==> config.mk <==
export PLATFORM = sky130hd
export DESIGN_NAME = avr_io_uart
export DESIGN_NICKNAME = d
export VERILOG_FILES = /design/src/rtl/avr_io_pkg.sv /design/src/rtl/avr_sync_fifo.sv /design/src/rtl/avr_io_uart.sv
export SDC_FILE = /design/constraint.sdc
export NUM_CORES = 1
export LEC_CHECK = 0
export BUFFER_PORTS_ARGS = -buffer_cell sky130_fd_sc_hd__buf_2
export CAP_MARGIN = 0
export CORE_MARGIN = 3
export CORE_UTILIZATION = 45
export DETAILED_ROUTE_END_ITERATION = 7
export PLACE_DENSITY = 0.66
export SETUP_SLACK_MARGIN = 0.5
export SLEW_MARGIN = 15
export SYNTH_ARGS = -nofsm -noshare
export SYNTH_HDL_FRONTEND = slang
export SYNTH_HIERARCHICAL = 1
export SYNTH_SLANG_ARGS = --single-unit
==> constraint.sdc <==
create_clock -name CLK -period 4.5 [get_ports CLK]
set_clock_uncertainty 0.1 [all_clocks]
set_input_delay 0.9 -clock CLK [delete_from_list [all_inputs] [get_ports CLK]]
set_output_delay 0.9 -clock CLK [all_outputs]
set_load 0.02 [all_outputs]
==> src/rtl/avr_io_pkg.sv <==
// Shared definitions for the memory-mapped UART transmitter: register offsets,
// status bit positions and transmit FSM encoding.
package avr_io_pkg;

  localparam logic [1:0] UDR_OFS   = 2'd0;
  localparam logic [1:0] USR_OFS   = 2'd1;
  localparam logic [1:0] UBRRL_OFS = 2'd2;
  localparam logic [1:0] UBRRH_OFS = 2'd3;

  localparam int USR_EMPTY_BIT = 0;
  localparam int USR_FULL_BIT  = 1;
  localparam int USR_BUSY_BIT  = 2;
  localparam int USR_OVR_BIT   = 3;

  typedef enum logic [1:0] {
    TX_IDLE  = 2'd0,
    TX_START = 2'd1,
    TX_DATA  = 2'd2,
    TX_STOP  = 2'd3
  } tx_state_e;

endpackage

==> src/rtl/avr_sync_fifo.sv <==
// Single-clock show-ahead FIFO; DEPTH must be a power of two so the pointers
// wrap naturally. Synchronous reset flushes the contents.
module avr_sync_fifo #(
  parameter int DATA_W = 8,
  parameter int DEPTH  = 4
) (
  input  logic                      i_clk,
  input  logic                      i_rst,
  input  logic                      i_push,
  input  logic [DATA_W-1:0]         i_wr_data,
  input  logic                      i_pop,
  output logic [DATA_W-1:0]         o_rd_data,
  output logic                      o_full,
  output logic                      o_empty,
  output logic [$clog2(DEPTH):0]    o_count
);
  import avr_io_pkg::*;

  localparam int AW = $clog2(DEPTH);
  localparam logic [AW-1:0] PTR_ONE  = AW'(1);
  localparam logic [AW:0]   CNT_ONE  = (AW+1)'(1);
  localparam logic [AW:0]   CNT_FULL = (AW+1)'(DEPTH);

  logic [DATA_W-1:0] r_mem [DEPTH];
  logic [AW-1:0]     r_wptr;
  logic [AW-1:0]     r_rptr;
  logic [AW:0]       r_count;
  logic              w_do_push;
  logic              w_do_pop;

  assign o_empty   = (r_count == '0);
  assign o_full    = (r_count == CNT_FULL);
  assign o_count   = r_count;
  assign o_rd_data = r_mem[r_rptr];
  assign w_do_push = i_push && !o_full;
  assign w_do_pop  = i_pop && !o_empty;

  always_ff @(posedge i_clk) begin
    if (w_do_push) begin
      r_mem[r_wptr] <= i_wr_data;
    end
  end

  always_ff @(posedge i_clk) begin
    if (i_rst) begin
      r_wptr  <= '0;
      r_rptr  <= '0;
      r_count <= '0;
    end else begin
      if (w_do_push) begin
        r_wptr <= r_wptr + PTR_ONE;
      end
      if (w_do_pop) begin
        r_rptr <= r_rptr + PTR_ONE;
      end
      // A simultaneous push and pop leaves the occupancy unchanged.
      case ({w_do_push, w_do_pop})
        2'b10:   r_count <= r_count + CNT_ONE;
        2'b01:   r_count <= r_count - CNT_ONE;
        default: r_count <= r_count;
      endcase
    end
  end

endmodule

==> src/rtl/avr_io_uart.sv <==
// 8N1 UART transmitter sitting on the AVR data bus next to data memory.
// Four-byte register window, TX FIFO, and a one-cycle registered read port.
module avr_io_uart
  import avr_io_pkg::*;
#(
  parameter logic [15:0] BASE_ADDR  = 16'h002C,
  parameter logic [15:0] CLK_DIV    = 16'd86,
  parameter int          FIFO_DEPTH = 4
) (
  input  logic        CLK,
  input  logic        RST,
  input  logic [15:0] d_addr,
  input  logic        data_write,
  input  logic [7:0]  wdata,
  output logic [7:0]  io_rdata,
  output logic        io_hit,
  output logic        txd,
  output logic        tx_irq
);

  localparam int FIFO_AW = $clog2(FIFO_DEPTH);

  logic [15:0]      w_off;
  logic             w_in_win;
  logic [1:0]       w_ofs;
  logic             w_wr_udr;
  logic             w_wr_usr;
  logic             w_wr_ubrrl;
  logic             w_wr_ubrrh;
  logic             w_push;
  logic             w_pop;
  logic             w_bit_end;
  logic [15:0]      w_ubrr;
  logic [7:0]       w_usr;
  logic [7:0]       w_rd_mux;
  logic [7:0]       w_fifo_rdata;
  logic             w_fifo_full;
  logic             w_fifo_empty;
  logic [FIFO_AW:0] w_fifo_count;

  logic [7:0]       r_udr;
  logic             r_ovr;
  logic [7:0]       r_ubrrl;
  logic [7:0]       r_ubrrh;
  logic [7:0]       r_rdata;
  logic             r_hit;

  tx_state_e        r_state;
  logic             r_txd;
  logic [7:0]       r_shift;
  logic [15:0]      r_cnt;
  logic [15:0]      r_bit_div;
  logic [2:0]       r_idx;

  // Unsigned offset: addresses below the base wrap to large values and miss.
  assign w_off    = d_addr - BASE_ADDR;
  assign w_in_win = (w_off < 16'd4);
  assign w_ofs    = w_off[1:0];

  assign w_wr_udr   = data_write && w_in_win && (w_ofs == UDR_OFS);
  assign w_wr_usr   = data_write && w_in_win && (w_ofs == USR_OFS);
  assign w_wr_ubrrl = data_write && w_in_win && (w_ofs == UBRRL_OFS);
  assign w_wr_ubrrh = data_write && w_in_win && (w_ofs == UBRRH_OFS);

  assign w_ubrr    = {r_ubrrh, r_ubrrl};
  assign w_push    = w_wr_udr && !w_fifo_full;
  assign w_bit_end = (r_cnt == 16'd0);
  assign w_pop     = !w_fifo_empty &&
                     ((r_state == TX_IDLE) || ((r_state == TX_STOP) && w_bit_end));

  always_comb begin
    w_usr                = 8'h00;
    w_usr[USR_EMPTY_BIT] = w_fifo_empty;
    w_usr[USR_FULL_BIT]  = w_fifo_full;
    w_usr[USR_BUSY_BIT]  = (r_state != TX_IDLE);
    w_usr[USR_OVR_BIT]   = r_ovr;
  end

  always_comb begin
    w_rd_mux = 8'h00;
    case (w_ofs)
      UDR_OFS:   w_rd_mux = r_udr;
      USR_OFS:   w_rd_mux = w_usr;
      UBRRL_OFS: w_rd_mux = r_ubrrl;
      UBRRH_OFS: w_rd_mux = r_ubrrh;
      default:   w_rd_mux = 8'h00;
    endcase
  end

  avr_sync_fifo #(
    .DATA_W (8),
    .DEPTH  (FIFO_DEPTH)
  ) u_fifo (
    .i_clk     (CLK),
    .i_rst     (RST),
    .i_push    (w_push),
    .i_wr_data (wdata),
    .i_pop     (w_pop),
    .o_rd_data (w_fifo_rdata),
    .o_full    (w_fifo_full),
    .o_empty   (w_fifo_empty),
    .o_count   (w_fifo_count)
  );

  // Bus side: register file and one-cycle read pipeline.
  always_ff @(posedge CLK) begin
    if (RST) begin
      r_udr   <= 8'h00;
      r_ovr   <= 1'b0;
      r_ubrrl <= CLK_DIV[7:0];
      r_ubrrh <= CLK_DIV[15:8];
      r_rdata <= 8'h00;
      r_hit   <= 1'b0;
    end else begin
      r_hit   <= w_in_win;
      r_rdata <= w_in_win ? w_rd_mux : 8'h00;
      if (w_push) begin
        r_udr <= wdata;
      end
      if (w_wr_udr && w_fifo_full) begin
        r_ovr <= 1'b1;
      end else if (w_wr_usr && wdata[USR_OVR_BIT]) begin
        r_ovr <= 1'b0;
      end
      if (w_wr_ubrrl) begin
        r_ubrrl <= wdata;
      end
      if (w_wr_ubrrh) begin
        r_ubrrh <= wdata;
      end
    end
  end

  // Line side: the divisor is latched per frame so bus writes only affect
  // the next frame.
  always_ff @(posedge CLK) begin
    if (RST) begin
      r_state <= TX_IDLE;
      r_txd   <= 1'b1;
    end else begin
      case (r_state)
        TX_IDLE: begin
          if (w_pop) begin
            r_shift   <= w_fifo_rdata;
            r_bit_div <= w_ubrr;
            r_cnt     <= w_ubrr;
            r_txd     <= 1'b0;
            r_state   <= TX_START;
          end
        end
        TX_START: begin
          if (w_bit_end) begin
            r_txd   <= r_shift[0];
            r_idx   <= 3'd0;
            r_cnt   <= r_bit_div;
            r_state <= TX_DATA;
          end else begin
            r_cnt <= r_cnt - 16'd1;
          end
        end
        TX_DATA: begin
          if (w_bit_end) begin
            r_cnt <= r_bit_div;
            if (r_idx == 3'd7) begin
              r_txd   <= 1'b1;
              r_state <= TX_STOP;
            end else begin
              r_idx   <= r_idx + 3'd1;
              r_shift <= {1'b0, r_shift[7:1]};
              r_txd   <= r_shift[1];
            end
          end else begin
            r_cnt <= r_cnt - 16'd1;
          end
        end
        TX_STOP: begin
          if (w_bit_end) begin
            if (w_pop) begin
              r_shift   <= w_fifo_rdata;
              r_bit_div <= w_ubrr;
              r_cnt     <= w_ubrr;
              r_txd     <= 1'b0;
              r_state   <= TX_START;
            end else begin
              r_state <= TX_IDLE;
            end
          end else begin
            r_cnt <= r_cnt - 16'd1;
          end
        end
        default: begin
          r_state <= TX_IDLE;
          r_txd   <= 1'b1;
        end
      endcase
    end
  end

  assign io_rdata = r_rdata;
  assign io_hit   = r_hit;
  assign txd      = r_txd;
  assign tx_irq   = (w_fifo_count == '0) && (r_state == TX_IDLE);

endmodule
==> results.md <==
- Outcome: finished, final reports clean
- Final Max Slew Viols: 0
- EDFF count, synth: 75
- Final Cycle Share: 0.8618
- Count leader, synth: edfxtp_1
- Initial core utilization: 0.4731
- Max incr delay on CP: 620 ps
- Flops & latches, synth: 121
- Post-layout net count: 574
- Synth Area in Simple Gates: 0.1446
- Unrepaired setup endpoints after global routing: false
- CP bufs+invs: 3
- Mux contribution to synthesized area: 0.1102
- FP Rows: 40
- Post-route ant nets: 0
- Clk pin slew, worst setup/hold paths: 50 ps
- Hold EP: r_udr[6]
- Via density: 5.766
- Slew @ Worst Pin: 1101 ps
- DRT Pass-1 Iters: 5
- Reg2reg start: r_cnt[1]
- Vias: 4123
- Die width: 119.8 microns
- Antenna violations before repair: 0
- Synth Flop Type: edfxtp_1
- Gp weighted congestion: 0.8528
- Seq/Total Area, Yosys: 0.5448
- Number of port buffers: 37
- Worst r2r path cells: 15
- Fillers: 1079
- Cells after Synth: 500
- Adder-Cell Fraction of Synth Area: 0.02922
- Worst setup EP type: output port
- CTS tree: yes
- Synth top area cells: edfxtp_1 (39%), dfxtp_1 (16%), mux2i_1 (6.2%)
- P_leak: 2.613 nW
- Die Ht: 119.8 microns
- Root buffer cell: clkbuf_16
- Wirelength, routed: 13.28 mm
- Complex-gate fraction of the synthesized area: 0.1087
- Largest area contributor in the netlist: edfxtp_1
- Clk buf depth: 2
- Power per Cell Area: 434.1 nW/um^2
- Max Freq: 0.2579 GHz
- R2R Setup Slk: 770 ps
- Drt drc: 0
- Final hold viol count: 0
- Via count of the first global-routing pass: 4048
- Clock Sink Count: 121
- Hold path cells: 2
- H-tree levels: 4
- Main combinational cell family by area after synthesis: simple AND/OR/NAND/NOR gates
- Synth Area in XOR/XNOR: 0.02406
- Share of post-route cells with drive strength above 1: 0.1846
- First-pass GRT wire length: 21.82 mm
- Crit Path Class: reg2out
- Worst Hold Launch: r_udr[6]
- Top delay family on crit path: buffers and inverters
- Gr usage total: 0.1959
- WL/cell: 18.58 microns
- Avg Synthesized Cell Area: 11.65 sq um
- CP Launch Type: register
- CORE AREA: 12310 sq um
- Post-synth cell types: 63
- Cell area after synthesis: 5824 sq um
- R2r endpoint: u_fifo/o_count[2]
- Slowest CP cell: ha_1
- Die ar.: 14340 sq um
- Asr flop ratio synth: 0
- Worst Slack Setup Final: 622.0 ps
- Peak supply drop: 0.2566 mV
- Syn_nets: 540
- # IOs: 38
- Worst path required time: 3500 ps
- ANT cells: 0
- Top cell type's share of synthesized area: 0.3867
- Later-pin clock latency in the skew report: 410 ps
- TritonCTS buffer count: 17
- Crit-path cells: inv_1, ha_1, clkinv_1, nor4_1, buf_2
- Commonest cells post-synth: edfxtp_1 (75), nor2_1 (49), dfxtp_1 (46), mux2i_1 (36), nand2_1 (31)
- Largest net degree at the start of global routing: 36
- Post-layout min period: 3878 ps
- MaxCap Viol Count: 0
- DR iter-0 viols: 285
- Syn-to-layout area delta: 15.25%
- Worst hold path class: reg2reg
- Global route overflow: 0
- Final setup violation count: 0
- Max-slew headroom: 0.2616
- Hpwl dp: 8.871 mm
- Pre-CTS setup slack: 602.4 ps
- Top fanout value on the critical path: 17
- Synthesis warning total: 6
- Setup tns final: 0 ps
- WP data arrival: 2880 ps
==> power breakdown <==
group          switching [mW]  total (mW)  internal [mW]
combinational           0.211       0.358          0.147
sequential             0.0597        1.29           1.23
clock                   0.459        1.26          0.802
total                   0.730        2.91           2.18
==> logic make-up (layout without fill, tap and decap cells) <==
group | count (synthesis) | count (layout)
buffers and inverters | 52 | 99
flip-flops | 121 | 121
AND/OR/NAND/NOR | 158 | 158
XOR/XNOR | 16 | 16
multiplexers | 49 | 49
adder cells (fa/ha/maj) | 13 | 13
AO/OA/AOI/OAI | 91 | 91
==> state kept, by name, indices dropped and copies added (netlist names), 3 cells and up, named ones only <==
register        flops
r_udr               8
io_rdata            8
u_fifo/o_count      3
r_shift             8
r_ubrrl             8
u_fifo/r_mem       32
r_ubrrh             8
r_idx               3
r_cnt              16
r_bit_div          16
==> final cells by class <==
cell class                      count  area (sq um)  share of cell area
Timing Repair Buffer               45         245.2             0.03653
Sequential cell                   121          3173              0.4727
Clock buffer                       21         440.4             0.06561
Tap cell                          168         210.2             0.03131
Clock inverter                     11         105.1             0.01566
Inverter                           22         82.58             0.01230
Multi-Input combinational cell    327          2456              0.3659
==> worst max path at each step <==
stage                from           endpoint  slack [ps]  cells after the start
2_1_floorplan    r_cnt[1]       r_bit_div[0]         530                      8
3_3_place_gp     r_cnt[1]  u_fifo/o_count[2]         810                     15
3_5_place_dp     r_cnt[1]  u_fifo/o_count[2]         600                     15
4_1_cts          r_cnt[1]  u_fifo/o_count[2]         500                     15
5_1_grt        r_state[0]             tx_irq         520                      5
6_report       r_state[0]             tx_irq         620                      5
==> placed cells by master (no fill, tap or decap), types with 5 or more instances in the layout <==
| master | n |
|---|---|
| a211oi_1 | 5 |
| a21oi_1 | 18 |
| and2_1 | 6 |
| and3_1 | 5 |
| buf_2 | 37 |
| buf_4 | 8 |
| clkbuf_16 | 17 |
| clkinv_2 | 6 |
| dfxtp_1 | 46 |
| edfxtp_1 | 75 |
| ha_1 | 12 |
| inv_1 | 20 |
| mux2i_1 | 36 |
| mux4_2 | 12 |
| nand2_1 | 31 |
| nand3_1 | 10 |
| nand4_1 | 6 |
| nor2_1 | 49 |
| nor3_1 | 11 |
| nor4_1 | 5 |
| o21ai_0 | 24 |
| o32ai_1 | 5 |
| or3_1 | 6 |
| xnor2_1 | 8 |
| xor2_1 | 8 |
==> metrics by stage <==
stage                     total power [mW]  instances  instance area, sq um  hold WS [ps]  utilization
after floorplan                      1.552        500                  5824         342.9            -
after global placement               1.641        680                  6128         369.9       0.4978
after detailed placement             1.654        680                  6128         384.2       0.4978
after CTS                            2.914        712                  6674         396.0       0.5421
after global routing                 3.026        715                  6713         409.4       0.5452
final                                2.914        715                  6713         394.4       0.5452
==> worst register-to-register path, stage by stage, from the launching register on <==
cell	delay [ps]
edfxtp_1	460
inv_1	110
ha_1	220
nor3b_4	340
and3_2	340
a31o_4	270
nand2_1	160
inv_1	210
o31ai_2	110
inv_1	80
ha_1	180
inv_1	70
fa_1	390
xor2_1	160
or3_1	310
a21oi_1	140
==> metal layers <==
| layer | share of wire | track usage |
|---|---|---|
| met1 | 0.45 | 0.2737 |
| met2 | 0.47 | 0.2952 |
| met3 | 0.059 | 0.05561 |
| met4 | 0.022 | 0.06586 |
| met5 | 0 | 0 |
==> repair_timing <==
item | CTS | global route
gates resized for setup | 0 | 3
hold buffers | 0 | 0
endpoints found under the hold margin | 0 | 0
setup endpoints to repair | 0 | 2
setup buffers | 0 | 3
Note: power is estimated with default switching activity, not from simulation.
